### src/rtl/xmtfifo_pkg.sv
// Shared constants and drain-FSM state encoding for the transmit byte FIFO.
package xmtfifo_pkg;

    localparam int unsigned XMT_DEPTH_LOG2 = 4;
    localparam int unsigned XMT_BYTE_W     = 8;

    typedef enum logic [1:0] {
        ST_IDLE  = 2'b00,
        ST_ISSUE = 2'b01,
        ST_WAIT  = 2'b10
    } xmt_state_e;

endpackage

### src/rtl/xmtfifo_ram.sv
// Storage array for xmtfifo: one synchronous write port, one asynchronous read port.
module xmtfifo_ram
    import xmtfifo_pkg::*;
#(
    parameter int unsigned ADDR_W = XMT_DEPTH_LOG2
) (
    input  logic                  clk,
    input  logic                  we,
    input  logic [ADDR_W-1:0]     waddr,
    input  logic [XMT_BYTE_W-1:0] wdata,
    input  logic [ADDR_W-1:0]     raddr,
    output logic [XMT_BYTE_W-1:0] rdata
);

    logic [XMT_BYTE_W-1:0] mem [2**ADDR_W];

    always_ff @(posedge clk) begin
        if (we) begin
            mem[waddr] <= wdata;
        end
    end

    assign rdata = mem[raddr];

endmodule

### src/rtl/xmtfifo.sv
// Transmit byte FIFO draining into the transmitter buffer's write/ready handshake.
// Define XMTFIFO_FLUSH_EN to enable the synchronous flush input.
module xmtfifo
    import xmtfifo_pkg::*;
#(
    parameter int unsigned DEPTH_LOG2 = XMT_DEPTH_LOG2
) (
    input  logic                  clk,
    input  logic                  rst_n,
    input  logic                  wr_en,
    input  logic [XMT_BYTE_W-1:0] wr_data,
    input  logic                  flush,
    output logic                  full,
    output logic [DEPTH_LOG2:0]   count,
    output logic                  xmt_write,
    output logic [XMT_BYTE_W-1:0] xmt_data,
    input  logic                  xmt_ready,
    input  logic                  xmt_empty,
    output logic                  all_empty
);

    localparam logic [DEPTH_LOG2-1:0] PTR_ONE = {{(DEPTH_LOG2-1){1'b0}}, 1'b1};
    localparam logic [DEPTH_LOG2:0]   CNT_ONE = {{DEPTH_LOG2{1'b0}}, 1'b1};

    logic [DEPTH_LOG2-1:0] wr_ptr;
    logic [DEPTH_LOG2-1:0] rd_ptr;
    logic [XMT_BYTE_W-1:0] rd_data;
    xmt_state_e            state;
    logic                  flush_hit;
    logic                  push;
    logic                  pop;

`ifdef XMTFIFO_FLUSH_EN
    assign flush_hit = flush;
`else
    logic unused_flush;
    assign unused_flush = flush;
    assign flush_hit    = 1'b0;
`endif

    // count never exceeds the depth, so its MSB alone marks the full condition
    assign full      = count[DEPTH_LOG2];
    assign push      = wr_en & ~full & ~flush_hit;
    assign pop       = (state == ST_IDLE) & (count != '0) & xmt_ready & ~flush_hit;
    assign all_empty = (count == '0) & (state == ST_IDLE) & xmt_empty;

    xmtfifo_ram #(
        .ADDR_W (DEPTH_LOG2)
    ) u_ram (
        .clk   (clk),
        .we    (push),
        .waddr (wr_ptr),
        .wdata (wr_data),
        .raddr (rd_ptr),
        .rdata (rd_data)
    );

    always_ff @(posedge clk or negedge rst_n) begin
        if (!rst_n) begin
            wr_ptr <= '0;
            rd_ptr <= '0;
            count  <= '0;
        end else if (flush_hit) begin
            wr_ptr <= '0;
            rd_ptr <= '0;
            count  <= '0;
        end else begin
            if (push) begin
                wr_ptr <= wr_ptr + PTR_ONE;
            end
            if (pop) begin
                rd_ptr <= rd_ptr + PTR_ONE;
            end
            if (push && !pop) begin
                count <= count + CNT_ONE;
            end else if (pop && !push) begin
                count <= count - CNT_ONE;
            end
        end
    end

    // WAIT covers the cycle in which the buffer's ready still shows its pre-write value
    always_ff @(posedge clk or negedge rst_n) begin
        if (!rst_n) begin
            state     <= ST_IDLE;
            xmt_write <= 1'b0;
            xmt_data  <= '0;
        end else begin
            unique case (state)
                ST_IDLE: begin
                    if (pop) begin
                        xmt_data  <= rd_data;
                        xmt_write <= 1'b1;
                        state     <= ST_ISSUE;
                    end
                end
                ST_ISSUE: begin
                    xmt_write <= 1'b0;
                    state     <= ST_WAIT;
                end
                ST_WAIT: begin
                    state <= ST_IDLE;
                end
                default: begin
                    xmt_write <= 1'b0;
                    state     <= ST_IDLE;
                end
            endcase
        end
    end

endmodule

### config.mk
export PLATFORM = sky130hd
export DESIGN_NAME = xmtfifo
export DESIGN_NICKNAME = d
export VERILOG_FILES = /design/src/rtl/xmtfifo_pkg.sv /design/src/rtl/xmtfifo_ram.sv /design/src/rtl/xmtfifo.sv
export SDC_FILE = /design/constraint.sdc
export NUM_CORES = 1
export LEC_CHECK = 0
export ABC_AREA = 1
export BUFFER_PORTS_ARGS = -buffer_cell sky130_fd_sc_hd__buf_4
export CAP_MARGIN = 10
export CORE_ASPECT_RATIO = 1.25
export CORE_MARGIN = 3
export CORE_UTILIZATION = 66
export CTS_CLUSTER_DIAMETER = 80
export CTS_CLUSTER_SIZE = 25
export DETAILED_ROUTE_END_ITERATION = 8
export HOLD_SLACK_MARGIN = 0.08
export PLACE_DENSITY = 0.9
export RECOVER_POWER = 50
export SLEW_MARGIN = 10
export SYNTH_ARGS = -nofsm -noshare
export SYNTH_HDL_FRONTEND = slang
export SYNTH_SLANG_ARGS = --single-unit
### constraint.sdc
create_clock -name clk -period 4.2 [get_ports clk]
set_clock_uncertainty 0.05 [all_clocks]
set_input_delay 0.42 -clock clk [delete_from_list [all_inputs] [get_ports clk]]
set_output_delay 0.42 -clock clk [all_outputs]
set_load 0.03 [all_outputs]
==> results.txt, run 1 <==
# diodes - 0
placed cell areas - 6920 um^2
die width - 96.2 um
Setup WS pre-CTS - 1400 ps
post-DP HPWL - 9.03 mm
H-tree levels - 4
unrepaired setup endpoints after global routing - false
Overflow after GRT - 0
Setup crit start kind - flop
total power - 5.37 mW
cts bufs inserted - 17
Clk Latency, worst-skew pair - 430 ps
routed vias - 4844
Ys Warns - 0
initial antenna violation count - 0
initial core utilization - 68.7%
ratio of cells with drive above 1 in the final layout - 7.06%
Finished Layout Cells - 820
worst setup margin - 1210 ps
Period Utilization, post-route - 71.1%
Port Buf Inserts - 28
detailed-router iteration count before antenna repair - 6
area growth from synthesis to layout - 11.0%
Leak - 3.28 nW
Nets - 706
Max Cap Violations - 0
fin area - 7440 um^2
DR WL/cell - 19.4 um
die area - 11400 um^2
Overall Global Routing Usage - 30.0%
crit-path max FO - 13
Max Root-Sink Buffers - 2
status - completed
# setup viols final - 0
mean post-synth cell area - 10.2 um^2
Slew @ Worst Pin - 1440 ps
Slew Viols, Final - 0
CP Capture Type - flop
slew margin rel. - 4.20%
total wire length - 15.9 mm
Min Hold Slack - 279 ps
CTS tree - done
first-pass GRT wire length - 24.9 mm
Worst Hold Class - primary input to flop
Fmax - 335 MHz
largest net degree at the start of global routing - 67
Hold Path Origin - wr_en
I/O pin count - 30
VDD IR max - 0.685 mV
fin crit period - 2990 ps
Req. time, crit path - 4460 ps
clock-pin slew on the worst setup and hold paths - 60 ps
Setup Buffers After CTS - 0
Seq cells post-synth - 152
Synth Cell Area - 6710 um^2
Post-route DRC - 0
Final Util - 76.2%
crit path DAT - 3250 ps
global placement routability congestion - 0.821
register area share after synthesis - 66.3%
clock root buffer - clkbuf_16
Sink Count - 152
DRT iter0 DRCs - 823
Vias/cell - 5.91
core area - 9760 um^2
worst reg2reg startpoint - count[2]$_DFFE_PN0P_
# placed instances - 787
final hold vios - 0
post-route ant nets - 0
setup tns final - 0 ps
post-synthesis cell type count - 20
CP startpoint - count[2]$_DFFE_PN0P_
number of cell rows - 40
vias in the first global route - 4700
die height - 119 um
post-synth net total - 685
Cells after Synth - 660
cell area power density - 721 nW/um^2
Crit Path Category - flop to flop
cells by family (layout without fill, tap and decap cells):
logic type      after synthesis  count (layout)  synth area share [%]
xor+xnor                      9               9                  1.18
buf+inv                     141             175                  8.81
compound gates               11              11                 0.858
simple gates                336             336                  20.7
flops                       152             152                  66.3
fa+ha+maj                    11              11                  2.16
worst paths after layout:
path,slack (ps),cells past startpoint,to
max,1210,12,count[4]$_DFFE_PN0P_
min,280,3,wr_ptr[0]$_DFFE_PN0P_
max reg2reg,1210,12,count[4]$_DFFE_PN0P_
min reg2reg,400,1,state[1]$_DFFE_PN0P_
max in group asynchronous,2340,2,rd_ptr[0]$_DFFE_PN0P_
min in group asynchronous,820,2,xmt_data[0]$_DFFE_PN0P_
routing by layer:
| layer | routed length (um) | track usage [%] |
|---|---|---|
| met4 | 733 | 14.9 |
| met2 | 8020 | 47.0 |
| met3 | 1660 | 7.19 |
| met1 | 5530 | 38.7 |
| met5 | 0 | 0 |
Yosys cell counts (all sizes together):
library cell | instances | area, um^2
nand3 | 99 | 495
dfrtp | 24 | 601
nor2 | 21 | 78.8
xnor2 | 1 | 8.76
ha | 10 | 125
inv | 110 | 413
xor2 | 8 | 70.1
buf | 26 | 159
edfxtp | 128 | 3840
o21ai | 7 | 35.0
o211ai | 1 | 7.51
clkinv | 2 | 7.51
clkbuf | 3 | 11.3
fa | 1 | 20.0
nand4 | 2 | 12.5
nand2 | 214 | 803
a21oi | 3 | 15.0
power breakdown:
group	leakage, nW	total [mW]	internal, mW	switching [mW]
registers	1.44	2.01	1.85	0.163
clock network	0.257	1.43	0.839	0.593
logic	1.58	1.92	0.543	1.38
total	3.28	5.37	3.23	2.13
sequential cells by signal (all words and copies together), names as in the netlist:
name and count:
wr_ptr 4, rd_ptr 4, count 5, xmt_write 1, xmt_data 8, u_ram.mem 128
state 2
placed cells by master, fill, tap and decap left out, drive strengths merged, types with 7 or more instances in the layout:
cell    count
nand3      99
o21ai       7
buf        17
dfrtp      24
xor2        8
clkbuf     33
nor2       21
nand2     214
edfxtp    128
inv       110
clkinv      7
ha         10
timing repair:
action                                 CTS  global route
hold buffers                             1             0
gates resized for setup                  0             0
endpoints found under the hold margin   24             0
final cells by class:
| class | instances | area [um^2] |
|---|---|---|
| multi-input combinational | 367 | 1670 |
| tap | 126 | 158 |
| sequential | 152 | 4450 |
| clock inverter | 12 | 103 |
| fill | 570 | 2320 |
| timing repair buffer | 31 | 186 |
| clock buffer | 20 | 457 |
| inverter | 112 | 420 |
critical path: stages (launching register included):
cell and delay [ps]:
dfrtp_1 440, nor2_1 170, nand4_1 200, nand3_1 470, ha_1 310, inv_1 140, ha_1 340, a21oi_1 180
o21ai_0 170, a21oi_1 180, o21ai_0 100, nand2_1 70, nand2_1 40
No activity file was read; power rests on OpenSTA's default activity.
==> run 2, diff against run 1 <==
--- a/config.mk
+++ b/config.mk
@@ -5,17 +5,17 @@
 export SDC_FILE = /design/constraint.sdc
 export NUM_CORES = 1
 export LEC_CHECK = 0
-export ABC_AREA = 1
+export ABC_AREA = 0
 export BUFFER_PORTS_ARGS = -buffer_cell sky130_fd_sc_hd__buf_4
 export CAP_MARGIN = 10
 export CORE_ASPECT_RATIO = 1.25
 export CORE_MARGIN = 3
-export CORE_UTILIZATION = 66
+export CORE_UTILIZATION = 55
 export CTS_CLUSTER_DIAMETER = 80
 export CTS_CLUSTER_SIZE = 25
 export DETAILED_ROUTE_END_ITERATION = 8
 export HOLD_SLACK_MARGIN = 0.08
-export PLACE_DENSITY = 0.9
+export PLACE_DENSITY = 0.8
 export RECOVER_POWER = 50
 export SLEW_MARGIN = 10
 export SYNTH_ARGS = -nofsm -noshare
==> constraint.sdc (replaced) <==
create_clock -name clk -period 2.4 [get_ports clk]
set_clock_uncertainty 0.05 [all_clocks]
set_input_delay 0.24 -clock clk [delete_from_list [all_inputs] [get_ports clk]]
set_output_delay 0.24 -clock clk [all_outputs]
set_load 0.03 [all_outputs]
==> results.txt, run 2 <==
CP Cell Sequence - or4_4 > nor2_4 > nor2_2 > inv_2 > ha_4 > inv_4 > ha_4 > a21o_1 > a21oi_2 > mux2i_1 > xnor2_1
Setup crit start kind - flop
VDD IR max - 0.555 mV (-19%)
Biggest register - u_ram.mem
Buf/Inv on CP - 2 (+1)
logic gate share of total power - 31.2% (-4.6 points)
largest net degree at the start of global routing - 28 (-58%)
cell mode on critical path - ha_4
initial antenna violation count - 0 (unchanged)
Worst Hold Class - primary input to flop
Synth top area share - 61.5% (+4.2 points)
register area share after synthesis - 71.2% (+4.9 points)
DR WL/cell - 22.5 um (+16%)
setup tns final - -67.8 ps (-67.8 ps)
Leak - 2.72 nW (-17%)
# diodes - 0 (unchanged)
max reg flops - 128 (unchanged)
worst setup margin - -67.8 ps (-1280 ps)
crit-path max FO - 5 (-8)
placed cell areas - 6740 um^2 (-2.7%)
CTS tree - done
first-pass GRT wire length - 19.1 mm (-23%)
Setup WS pre-CTS - -74.8 ps (-1480 ps)
switching share of power - 30.5% (-9.3 points)
cts bufs inserted - 17 (unchanged)
global placement routability congestion - 0.806 (-1.9%)
post-synthesis compound-gate area fraction - 1.96% (+1.1 points)
switching power - 2.81 mW (+32%)
post-route ant nets - 0 (unchanged)
Cells after Synth - 331 (-50%)
Clk Latency, worst-skew pair - 420 ps (about the same)
mux cell area share after synthesis - 15.3% (+15 points)
most frequent cells in the layout - 128 x edfxtp_1, 37 x buf_4, 28 x nand2_1
Slew @ Worst Pin - 1370 ps (-63.2 ps)
area growth from synthesis to layout - 19.3%
DRT iter0 DRCs - 218 (-74%)
Vias/cell - 5.88 (-0.46%)
xor and xnor fraction of the mapped netlist area - 1.40% (+0.23 points)
crit path DAT - 2750 ps (-500 ps)
post-synthesis cell type count - 32 (+60%)
Synth Cell Area - 6250 um^2 (-6.9%)
Overall Global Routing Usage - 20.8% (-9.2 points)
Synth area leader - edfxtp_1
die area - 12700 um^2 (+11%)
die width - 101 um (+5.4%)
fin crit period - 2470 ps (-518 ps)
Crit Path Category - flop to flop
Req. time, crit path - 2680 ps (-1780 ps)
post-DP HPWL - 7.29 mm (-19%)
top post-synthesis cells by area - edfxtp_1 62%, dfrtp_1 9.6%, mux4_1 6.3%, mux4_2 6.1%, ha_1 2.0%
Max Root-Sink Buffers - 2 (unchanged)
fin area - 7450 um^2 (+0.12%)
fraction of the mapped netlist area in adder cells - 2.32% (+0.16 points)
Overflow after GRT - 0 (unchanged)
Internal Power - 6.41 mW (+98%)
# setup viols final - 1 (+1)
biggest regs - u_ram.mem: 128 flops, xmt_data: 8 flops, count: 5 flops
predominant post-synthesis flop cell - edfxtp_1
Post-route DRC - 0 (unchanged)
routed vias - 3181 (-34%)
post-synth net total - 356 (-48%)
clock-pin slew on the worst setup and hold paths - 60 ps (about the same)
I/O pin count - 30 (unchanged)
ratio of cells with drive above 1 in the final layout - 26.7% (+20 points)
highest-delay cell along the critical path - or4_4
cell area power density - 1240 nW/um^2 (+72%)
die height - 125 um (+5.4%)
total wire length - 12.2 mm (-24%)
slew margin rel. - 8.41% (+4.2 points)
Clock power frac - 31.2% (+4.5 points)
unrepaired setup endpoints after global routing - true
initial core utilization - 57.7% (-11 points)
Synth async-reset ratio - 15.8% (unchanged)
Period Utilization, post-route - 103% (+32 points)
Fmax - 405 MHz (+21%)
final hold vios - 0 (unchanged)
Seq cells post-synth - 152 (unchanged)
Crit path largest cell delay - 550 ps (+80 ps)
CP top delay family - simple AND/OR/NAND/NOR gates
most common cell after layout, fill and taps aside - edfxtp_1
largest family of logic cells by synthesized area - multiplexers
simple-gate share of the synthesized area - 4.71% (-16 points)
status - finished, violations left
core area - 10800 um^2 (+11%)
failing checks - setup timing
CP Capture Type - flop
commonest cells in the netlist - 128 x edfxtp_1, 28 x nand2_1, 24 x dfrtp_1
mean post-synth cell area - 18.9 um^2 (+86%)
top-count cell post-synth - edfxtp_1
Seq pwr share - 37.6% (about the same)
Nets - 421 (-40%)
H-tree levels - 4 (unchanged)
Max Cap Violations - 0 (unchanged)
Layout fillers - 667 (+17%)
Ys Warns - 0 (unchanged)
EDFF count, synth - 128 (unchanged)
number of cell rows - 42 (+5.0%)
Min Hold Slack - 164 ps (-115 ps)
clock root buffer - clkbuf_16
detailed-router iteration count before antenna repair - 6 (unchanged)
Sink Count - 152 (unchanged)
Slew Viols, Final - 0 (unchanged)
Port Buf Inserts - 28 (unchanged)
vias in the first global route - 3366 (-28%)
-- run 2: cell count changes after synthesis, moves of 7 or more --
cell     previous run  this run
nand2_1           214        28
inv_1             109         8
nand3_1            99         1
mux4_2              0        17
and2_1              0        16
mux4_1              0        15
nor2_1             21         6
buf_2              16         2
mux2i_1             0         9
mux2_2              0         8
xnor2_1             1         9
xor2_1              8         1
-- run 2: worst reg2reg max path, stage by stage, from the launching register on --
cell and delay [ps]:
dfrtp_2 400, or4_4 550, nor2_4 110, nor2_2 50
inv_2 70, ha_4 160, inv_4 60, ha_4 210
a21o_1 180, a21oi_2 150, mux2i_1 270, xnor2_1 140
-- run 2: layout make-up --
cell class / count / area, um^2 / area share, %
Tap cell: 132 / 165 / 2.22
Multi-Input combinational cell: 154 / 1650 / 22.2
Clock buffer: 24 / 589 / 7.91
Timing Repair Buffer: 63 / 474 / 6.37
Inverter: 8 / 32.5 / 0.437
Clock inverter: 8 / 87.6 / 1.18
Sequential cell: 152 / 4450 / 59.7
-- run 2: cells by family after synthesis --
group,count (synthesis)
fa+ha+maj,11
buf+inv,25
simple gates,60
compound gates,24
flops,152
mux,49
xor+xnor,10
-- run 2: power groups by stage --
stage                     combinational, mW  sequential, mW  clock (mW)
after floorplan                        1.94            3.65           0
after global placement                 2.78            3.49           0
after detailed placement               2.86            3.51           0
after CTS                              2.95            3.47        2.92
after global routing                   3.14            3.50        3.03
final                                  2.88            3.47        2.88
-- run 2: layer usage --
metal  GRT usage [%]  vias up  wire [um]
met3            5.40       24        736
met5               0        -          0
met2            33.8      128       6580
met1            26.3     1599       4610
li1                -     1430          -
met4            9.08        0        247
-- run 2: worst paths after layout --
path,startpoint,to,slack (ps),cells past startpoint
max in group asynchronous,rst_n,count[0]$_DFFE_PN0P_,770,2
min reg2reg,state[1]$_DFFE_PN0P_,state[1]$_DFFE_PN0P_,390,1
max reg2reg,count[4]$_DFFE_PN0P_,count[4]$_DFFE_PN0P_,-70,11
max,count[4]$_DFFE_PN0P_,count[4]$_DFFE_PN0P_,-70,11
min in group asynchronous,rst_n,rd_ptr[0]$_DFFE_PN0P_,620,2
min,xmt_ready,state[0]$_DFFE_PN0P_,160,4
-- run 2: per-stage QoR --
step	cells	power (mW)	utilization, %
4_1_cts	541	9.33	69.3
3_3_place_gp	501	6.26	62.2
3_5_place_dp	501	6.37	62.2
6_report	541	9.22	68.8
5_1_grt	541	9.68	68.8
2_1_floorplan	331	5.59	-
-- run 2: what timing repair did --
item                                   4_1_cts  5_1_grt
hold buffers                                 8        0
setup buffers                                0        0
pin swaps                                    1        1
gates resized for setup                      2        1
setup endpoints to repair                    2        2
endpoints found under the hold margin      124        0
